--- src/rtl/fetch_stage.sv ---
`default_nettype none
// ============================================================================
// Module      : fetch_stage
// Description : Instruction-fetch stage and IF/ID pipeline register for the
//               pipelined RV32I core. Holds the PC, drives the instruction
//               memory address and presents the fetched word plus its
//               pre-sliced opcode/funct fields to decode one cycle later.
//               Handles hazard stalls, imem wait states and execute-stage
//               redirects, inserting NOP bubbles where required.
// Ports       : clk, rst            - clock, synchronous active-high reset
//               imem_addr/rdata/ready - instruction memory (same-cycle read)
//               stall               - hazard unit hold request
//               pcsrc_e, target_e   - redirect request/target from execute
//               instr_d, op_d, funct3_d, funct7_d, pc_d, pcplus4_d, valid_d
//                                   - IF/ID register outputs
//               misalign_f          - pulse: redirect target low bits != 0
//               perf_fetched/perf_bubbles - IF/ID load counters
// Options     : FETCH_PERF_EN - when defined, the perf counters are built;
//               otherwise both counter outputs are tied to zero.
// Revision    : 1.0 - initial release
// ============================================================================
module fetch_stage #(
    parameter int                       ADDRESS_WIDTH = 32,
    parameter logic [ADDRESS_WIDTH-1:0] RESET_PC      = '0,
    parameter logic [31:0]              NOP_INSTR     = 32'h0000_0013
) (
    input  logic                     clk,
    input  logic                     rst,
    output logic [ADDRESS_WIDTH-1:0] imem_addr,
    input  logic [31:0]              imem_rdata,
    input  logic                     imem_ready,
    input  logic                     stall,
    input  logic                     pcsrc_e,
    input  logic [ADDRESS_WIDTH-1:0] target_e,
    output logic [31:0]              instr_d,
    output logic [6:0]               op_d,
    output logic [2:0]               funct3_d,
    output logic                     funct7_d,
    output logic [ADDRESS_WIDTH-1:0] pc_d,
    output logic [ADDRESS_WIDTH-1:0] pcplus4_d,
    output logic                     valid_d,
    output logic                     misalign_f,
    output logic [31:0]              perf_fetched,
    output logic [31:0]              perf_bubbles
);

    localparam logic [ADDRESS_WIDTH-1:0] C_PC_INC = ADDRESS_WIDTH'(4);

    logic [ADDRESS_WIDTH-1:0] pc_f_q,         pc_f_d;
    logic [31:0]              ifid_instr_q,   ifid_instr_d;
    logic [ADDRESS_WIDTH-1:0] ifid_pc_q,      ifid_pc_d;
    logic [ADDRESS_WIDTH-1:0] ifid_pcplus4_q, ifid_pcplus4_d;
    logic                     ifid_valid_q,   ifid_valid_d;
    logic                     misalign_q,     misalign_d;
    logic [ADDRESS_WIDTH-1:0] w_pc_plus4;

    // Wraps modulo 2^ADDRESS_WIDTH by construction.
    assign w_pc_plus4 = pc_f_q + C_PC_INC;

    // Next-state selection: redirect > stall > imem wait > normal fetch.
    always_comb begin
        pc_f_d         = pc_f_q;
        ifid_instr_d   = ifid_instr_q;
        ifid_pc_d      = ifid_pc_q;
        ifid_pcplus4_d = ifid_pcplus4_q;
        ifid_valid_d   = ifid_valid_q;
        misalign_d     = 1'b0;

        if (pcsrc_e) begin
            // Redirect overrides stall and wait states; target low bits are
            // dropped and reported through misalign_f.
            pc_f_d         = {target_e[ADDRESS_WIDTH-1:2], 2'b00};
            ifid_instr_d   = NOP_INSTR;
            ifid_pc_d      = '0;
            ifid_pcplus4_d = '0;
            ifid_valid_d   = 1'b0;
            misalign_d     = |target_e[1:0];
        end else if (stall) begin
            // Hold everything, even when imem is also waiting.
        end else if (!imem_ready) begin
            ifid_instr_d   = NOP_INSTR;
            ifid_pc_d      = '0;
            ifid_pcplus4_d = '0;
            ifid_valid_d   = 1'b0;
        end else begin
            pc_f_d         = w_pc_plus4;
            ifid_instr_d   = imem_rdata;
            ifid_pc_d      = pc_f_q;
            ifid_pcplus4_d = w_pc_plus4;
            ifid_valid_d   = 1'b1;
        end
    end

    always_ff @(posedge clk) begin
        if (rst) begin
            pc_f_q         <= RESET_PC;
            ifid_instr_q   <= NOP_INSTR;
            ifid_pc_q      <= '0;
            ifid_pcplus4_q <= '0;
            ifid_valid_q   <= 1'b0;
            misalign_q     <= 1'b0;
        end else begin
            pc_f_q         <= pc_f_d;
            ifid_instr_q   <= ifid_instr_d;
            ifid_pc_q      <= ifid_pc_d;
            ifid_pcplus4_q <= ifid_pcplus4_d;
            ifid_valid_q   <= ifid_valid_d;
            misalign_q     <= misalign_d;
        end
    end

    assign imem_addr  = pc_f_q;
    assign instr_d    = ifid_instr_q;
    assign op_d       = ifid_instr_q[6:0];
    assign funct3_d   = ifid_instr_q[14:12];
    assign funct7_d   = ifid_instr_q[30];
    assign pc_d       = ifid_pc_q;
    assign pcplus4_d  = ifid_pcplus4_q;
    assign valid_d    = ifid_valid_q;
    assign misalign_f = misalign_q;

`ifdef FETCH_PERF_EN
    logic [31:0] fetched_q, fetched_d;
    logic [31:0] bubbles_q, bubbles_d;
    logic        w_load_valid;
    logic        w_load_bubble;

    // Same priority as the IF/ID update: a stalled cycle loads nothing.
    assign w_load_valid  = !pcsrc_e && !stall && imem_ready;
    assign w_load_bubble = pcsrc_e || (!stall && !imem_ready);

    always_comb begin
        fetched_d = fetched_q;
        bubbles_d = bubbles_q;
        if (w_load_valid) begin
            fetched_d = fetched_q + 32'd1;
        end
        if (w_load_bubble) begin
            bubbles_d = bubbles_q + 32'd1;
        end
    end

    always_ff @(posedge clk) begin
        if (rst) begin
            fetched_q <= '0;
            bubbles_q <= '0;
        end else begin
            fetched_q <= fetched_d;
            bubbles_q <= bubbles_d;
        end
    end

    assign perf_fetched = fetched_q;
    assign perf_bubbles = bubbles_q;
`else
    assign perf_fetched = '0;
    assign perf_bubbles = '0;
`endif

endmodule
`default_nettype wire

--- config.mk ---
export PLATFORM = sky130hd
export DESIGN_NAME = fetch_stage
export DESIGN_NICKNAME = d
export VERILOG_FILES = /design/src/rtl/fetch_stage.sv
export SDC_FILE = /design/constraint.sdc
export NUM_CORES = 1
export LEC_CHECK = 0
export BUFFER_PORTS_ARGS = -buffer_cell sky130_fd_sc_hd__buf_2
export CORE_MARGIN = 3
export CORE_UTILIZATION = 40
export DETAILED_ROUTE_END_ITERATION = 7
export PLACE_DENSITY = 0.7
export REMOVE_ABC_BUFFERS = 1
export SLEW_MARGIN = 30
export SYNTH_ARGS = -nofsm -noshare
export SYNTH_HDL_FRONTEND = slang
export SYNTH_SLANG_ARGS = --single-unit
--- constraint.sdc ---
create_clock -name clk -period 5.6 [get_ports clk]
set_clock_uncertainty 0.2 [all_clocks]
set_input_delay 0.56 -clock clk [delete_from_list [all_inputs] [get_ports clk]]
set_output_delay 0.56 -clock clk [all_outputs]
set_load 0.1 [all_outputs]
* Word-level counts from Yosys, hierarchy flattened
Cells that the tools add are included.
** Word-level totals
- Bits in registers :: 130
- Logic and storage cells :: 24
** Cells by class
- Add/sub/neg operators :: 1
- Eq/ne operators :: 1
- Muxes and demuxes :: 7
- Bitwise operators :: 2
- Reduce and logical (&&, ||, !) cells :: 6
** Operator list (count)
- two-way mux 32 bit :: 6
- adder 32 x 3 -> 32 bit (second input constant) :: 1
- OR reduction 2 bit :: 3
- AND reduction 2 bit :: 2
- inequality test 2 x 1 -> 1 bit (second input constant) :: 1
- inverter 1 bit :: 2
- nonzero test 2 bit :: 1
- two-way mux 1 bit :: 1

* Longest topological paths before layout
- Depth in word-level cells :: 4
- Mapped depth :: 8

* Worst setup path after synthesis
No wires, ideal clock.
- Path kind :: register to register
- From :: register pc_f_q[2] (netlist: imem_addr[2])
- To :: register pc_f_q[18] (netlist: imem_addr[18])
- Arrival :: 2.799 ns
- Slack :: 2.509 ns
- Cell stages (with the launch flop) :: 7
- Buffers on the path :: 1
- Path through :: dfxtp_1 ha_1 nand3_1 or4_4 clkbuf_8 or4_1 a311oi_1
** Between the ends
- Longest elaborated chain between the ends :: 4
** RTL lines
- start: declaration :: line 49 : logic [ADDRESS_WIDTH-1:0] pc_f_q, pc_f_d;
- start signal: assignment :: line 103 : pc_f_q <= pc_f_d;
- adder 32 x 3 -> 32 bit :: line 58 : assign w_pc_plus4 = pc_f_q + C_PC_INC;
- two-way mux 32 bit :: line 80 : end else if (!imem_ready) begin
- two-way mux 32 bit :: line 78 : end else if (stall) begin
- two-way mux 32 bit :: line 69 : if (pcsrc_e) begin
No other way between the ends. The select of a mux whose other input is x is not followed.
A chain may end at the register's enable or synchronous reset.

* Worst setup path after layout
- From :: register pc_f_q[2] (netlist: imem_addr[2])
- To :: register ifid_pcplus4_q[30] (netlist: pcplus4_d[30])
** Between the ends
- Longest elaborated chain between the ends :: 2
** RTL lines
- adder 32 x 3 -> 32 bit :: line 58
- two-way mux 32 bit :: line 80
- end signal: assignment :: line 106 : ifid_pcplus4_q <= ifid_pcplus4_d;
- end: declaration :: line 52 : logic [ADDRESS_WIDTH-1:0] ifid_pcplus4_q, ifid_pcplus4_d;
No other way between the ends.

==> results.md <==
Setup path:
- The signal on the critical path passes through ha_1 > nand3_1 > or4_1 > or4b_2 > nand3_1.
- The kind of cell with the highest combined delay along the critical path is simple AND/OR/NAND/NOR gates.
- The number of buffers and inverters on the critical path is 0.
- The depth of the worst register-to-register path is 5.
- The highest-delay cell along the critical path is or4_1.
- STA classifies the critical path startpoint as a register.
- For the worst setup path, the data arrival time is between 3 and 4 ns.
- The most common cell type on the critical path is nand3_1.
- The maximum single-stage delay on the critical path is 0.85 ns.
- The critical path runs through a total of 5 cells.
- The nature of the critical path endpoint is a register.
- The maximum fanout along the worst path is 13.
- The setup path with the least slack is of type register to register.
- The data required time at the worst endpoint is 5.75 ns.

Detailed routing:
- Dividing the detail-routed via count by the number of cells gives roughly 5.2.
- The number of nets still failing antenna checks after routing is 0.
- The detailed-router iteration count before antenna repair is 5.
- The total wirelength of the detailed-routed design is between 15000 and 20000 um.
- The first routing iteration left 284 violations.
- The DRC violation count after routing is 0.
- After detailed routing, the average wire length per cell comes to around 16 um.
- The routed layout has 5142 vias.

Placed design:
- Routability-driven placement finished with a final weighted congestion of around 0.80.
- The setup slack after placement is between 2 and 2.5 ns.
- The HPWL after detailed placement is roughly 11000 um.
- The cell area after placement is between 6000 and 7000 sq um.
- The count of port buffers added during placement is 203.

Timing:
- Of the available clock period, the critical path in the final layout requires 0.539.
- Setup repair after global routing left no endpoint under its margin.
- The hold slack is ~0.16 ns.
- Static timing analysis puts the maximum clock frequency at ~330 MHz.
- The actual transition at the worst max-transition pin is slightly above 0.9 ns.
- Setup slack closes at roughly 2.6 ns.
- In the final timing run, aggregate negative setup slack is 0 ns.
- The total count of hold-check failures in the final report was 0.
- The post-layout minimum cycle time is about 3.0 ns.
- The worst pin sits at a relative slew slack of 0.394.
- The max-slew violation count came to 0.
- Setup violations remaining at the end of the flow were counted as 0.

Layout:
- The final standard cell utilization of the core is 0.507.
- The finished cells cover between 7000 and 8000 sq um.
- The layout has around 1300 filler cells.
- Of the cells placed in the final design, the portion with a size suffix greater than 1 is 0.322.
- The layout overhead on the synthesized area is 21.8%.
- Leaving out fill and tap cells, the most frequent cell in the layout is buf_2.
- In the layout the commonest cells are buf_2 (203), dfxtp_1 (124), conb_1 (70).
- The repair_antennas step left the layout with diodes totalling 0.
- The final net count is 867.

Clock network:
- Post-CTS repair changed the size of 0 cells.
- CTS saw roughly 120 sinks.
- The H-tree level count is 4.
- The number of setup buffers added after CTS is 0.
- Clock-pin slew was measured on the worst setup and hold paths at approximately 0.060 ns.
- The number of hold buffers added after CTS was 0.
- The clock latency at the later pin of the worst-skew pair is between 0.4 and 0.5 ns.
- The total CTS buffers is 17.
- The cell sitting at the root of the clock tree is a clkbuf_16.
- The CTS tree is done.
- In this run the deepest clock path goes through 2 buffers.

Outcome:
- The run finished with clean final reports.

Floorplanning:
- The initialized floorplan defines 43 standard-cell rows.
- The starting density of the core is 0.416.
- The total die area is between 15000 and 20000 sq um.
- From left edge to right edge, the die measures approximately 130 um.
- The height of the die is ~130 um.
- During I/O placement, the number of pins put on the boundary was between 200 and 300.
- The floorplan step defined a core boundary enclosing 14100 sq um.

Synthesis:
- Each instance of the synthesized netlist takes up on average slightly above 9 sq um.
- The synthesized design contains 0 enable-type register cells.
- The instance count of the mapped netlist is ~640.
- The number of unique standard cell types used by synthesis is 56.
- The cell area after synthesis is slightly below 6000 sq um.
- Yosys printed 0 warnings.
- The fraction of the yosys area taken by sequential cells is 0.423.
- The most used flip-flop cell after synthesis is dfxtp_1.
- The total of flip-flops plus latches after synthesis is approximately 120.
- The share of synthesized registers carrying an async set or reset is 0.

Worst hold path:
- The worst hold path depth is 2.
- In this run the worst hold path is classified as primary input to register.

Run:
- The max-cap violation count is 0.

Pwr:
- The analysis attributes to cell leakage a power of 3.22 nW.
- The power density of the placed cells is 377 nW/um^2.
- The worst IR drop on VDD is about 0.21 mV.

GRT:
- The maximum number of pins on one net before global-route repair is between 80 and 90.
- After global routing the overflow that remains totals 0.
- The first-pass GRT wire length is between 20000 and 25000 um.
- The initial antenna violation count came to 0.
- For this run, the total global-route usage over all layers was measured as 0.192.
- The number of global-route vias before repair is about 4700.
state kept, by name, summed over array words and instances (netlist names):
signal	flops
imem_addr	30
instr_d	32
misalign_f	1
pc_d	30
pcplus4_d	30
valid_d	1
metrics by stage:
step / power [mW] / cells
after floorplan: 1.42 / 572
after global placement: 1.51 / 957
after detailed placement: 1.51 / 957
after CTS: 2.71 / 989
after global routing: 2.78 / 990
final: 2.69 / 990
final timing paths:
| kind | start | end | slack [ns] |
|---|---|---|---|
| setup reg to reg | imem_addr[2]$_SDFFE_PP0P_ | pcplus4_d[30]$_SDFFE_PP0N_ | 2.58 |
| setup / recovery | imem_addr[2]$_SDFFE_PP0P_ | pcplus4_d[30]$_SDFFE_PP0N_ | 2.58 |
| hold / removal | imem_rdata[8] | instr_d[8]$_SDFFE_PP0N_ | 0.16 |
| hold reg to reg | pc_d[31]$_SDFFE_PP0N_ | pc_d[31]$_SDFFE_PP0N_ | 0.24 |
layout make-up:
cell class              count  area (sq um)  area share
well taps                 180           225      0.0315
flip-flops and latches    124          2480       0.347
multi-input cells         443          2710       0.379
repair buffers            206          1060       0.148
clock inverters            10           160      0.0224
clock buffers              22           494      0.0692
inverters                   5          18.8     0.00263
layer usage:
layer	track usage	up-vias	routed length [um]
met2	0.303	226	7270
met1	0.251	2397	7170
met3	0.0556	18	1260
met5	0	-	0
li1	-	2501	-
met4	0.0719	0	260
power by group:
group          internal (mW)  switching [mW]
Sequential             0.909          0.0436
Clock                  0.802           0.394
Combinational         0.0676           0.475
cells by family (layout without fill, tap and decap cells):
family / after synthesis / in the layout / synth area share
simple gates: 208 / 208 / 0.189
buf+inv: 144 / 243 / 0.163
fa+ha+maj: 1 / 1 / 0.00213
other cells: 1 / 70 / 0.000639
xor+xnor: 23 / 23 / 0.0343
compound gates: 141 / 141 / 0.187
flops: 124 / 124 / 0.423
Yosys cell counts (3+ instances only):
cell / n / area [sq um]
dfxtp_1: 124 / 2480
buf_4: 82 / 616
nand2_1: 58 / 218
a22o_1: 53 / 464
nor2_1: 44 / 165
clkbuf_1: 32 / 120
nand3_1: 24 / 120
o21ai_0: 21 / 105
or4_1: 16 / 120
xnor2_1: 16 / 140
a311oi_1: 13 / 114
nand4_1: 13 / 81.3
nor4_1: 12 / 75.1
a211oi_1: 10 / 75.1
o31ai_1: 10 / 75.1
nor3_1: 9 / 45.0
buf_2: 8 / 40.0
clkbuf_8: 8 / 110
o211ai_1: 7 / 52.6
xor2_1: 7 / 61.3
o311ai_0: 6 / 52.6
or3_1: 6 / 37.5
a21oi_1: 5 / 25.0
or2_2: 5 / 31.3
and3_1: 4 / 25.0
clkbuf_2: 4 / 20.0
inv_1: 4 / 15.0
buf_1: 3 / 11.3
o22a_1: 3 / 26.3
or4b_2: 3 / 30.0
Power figures use the tool's default switching activity.
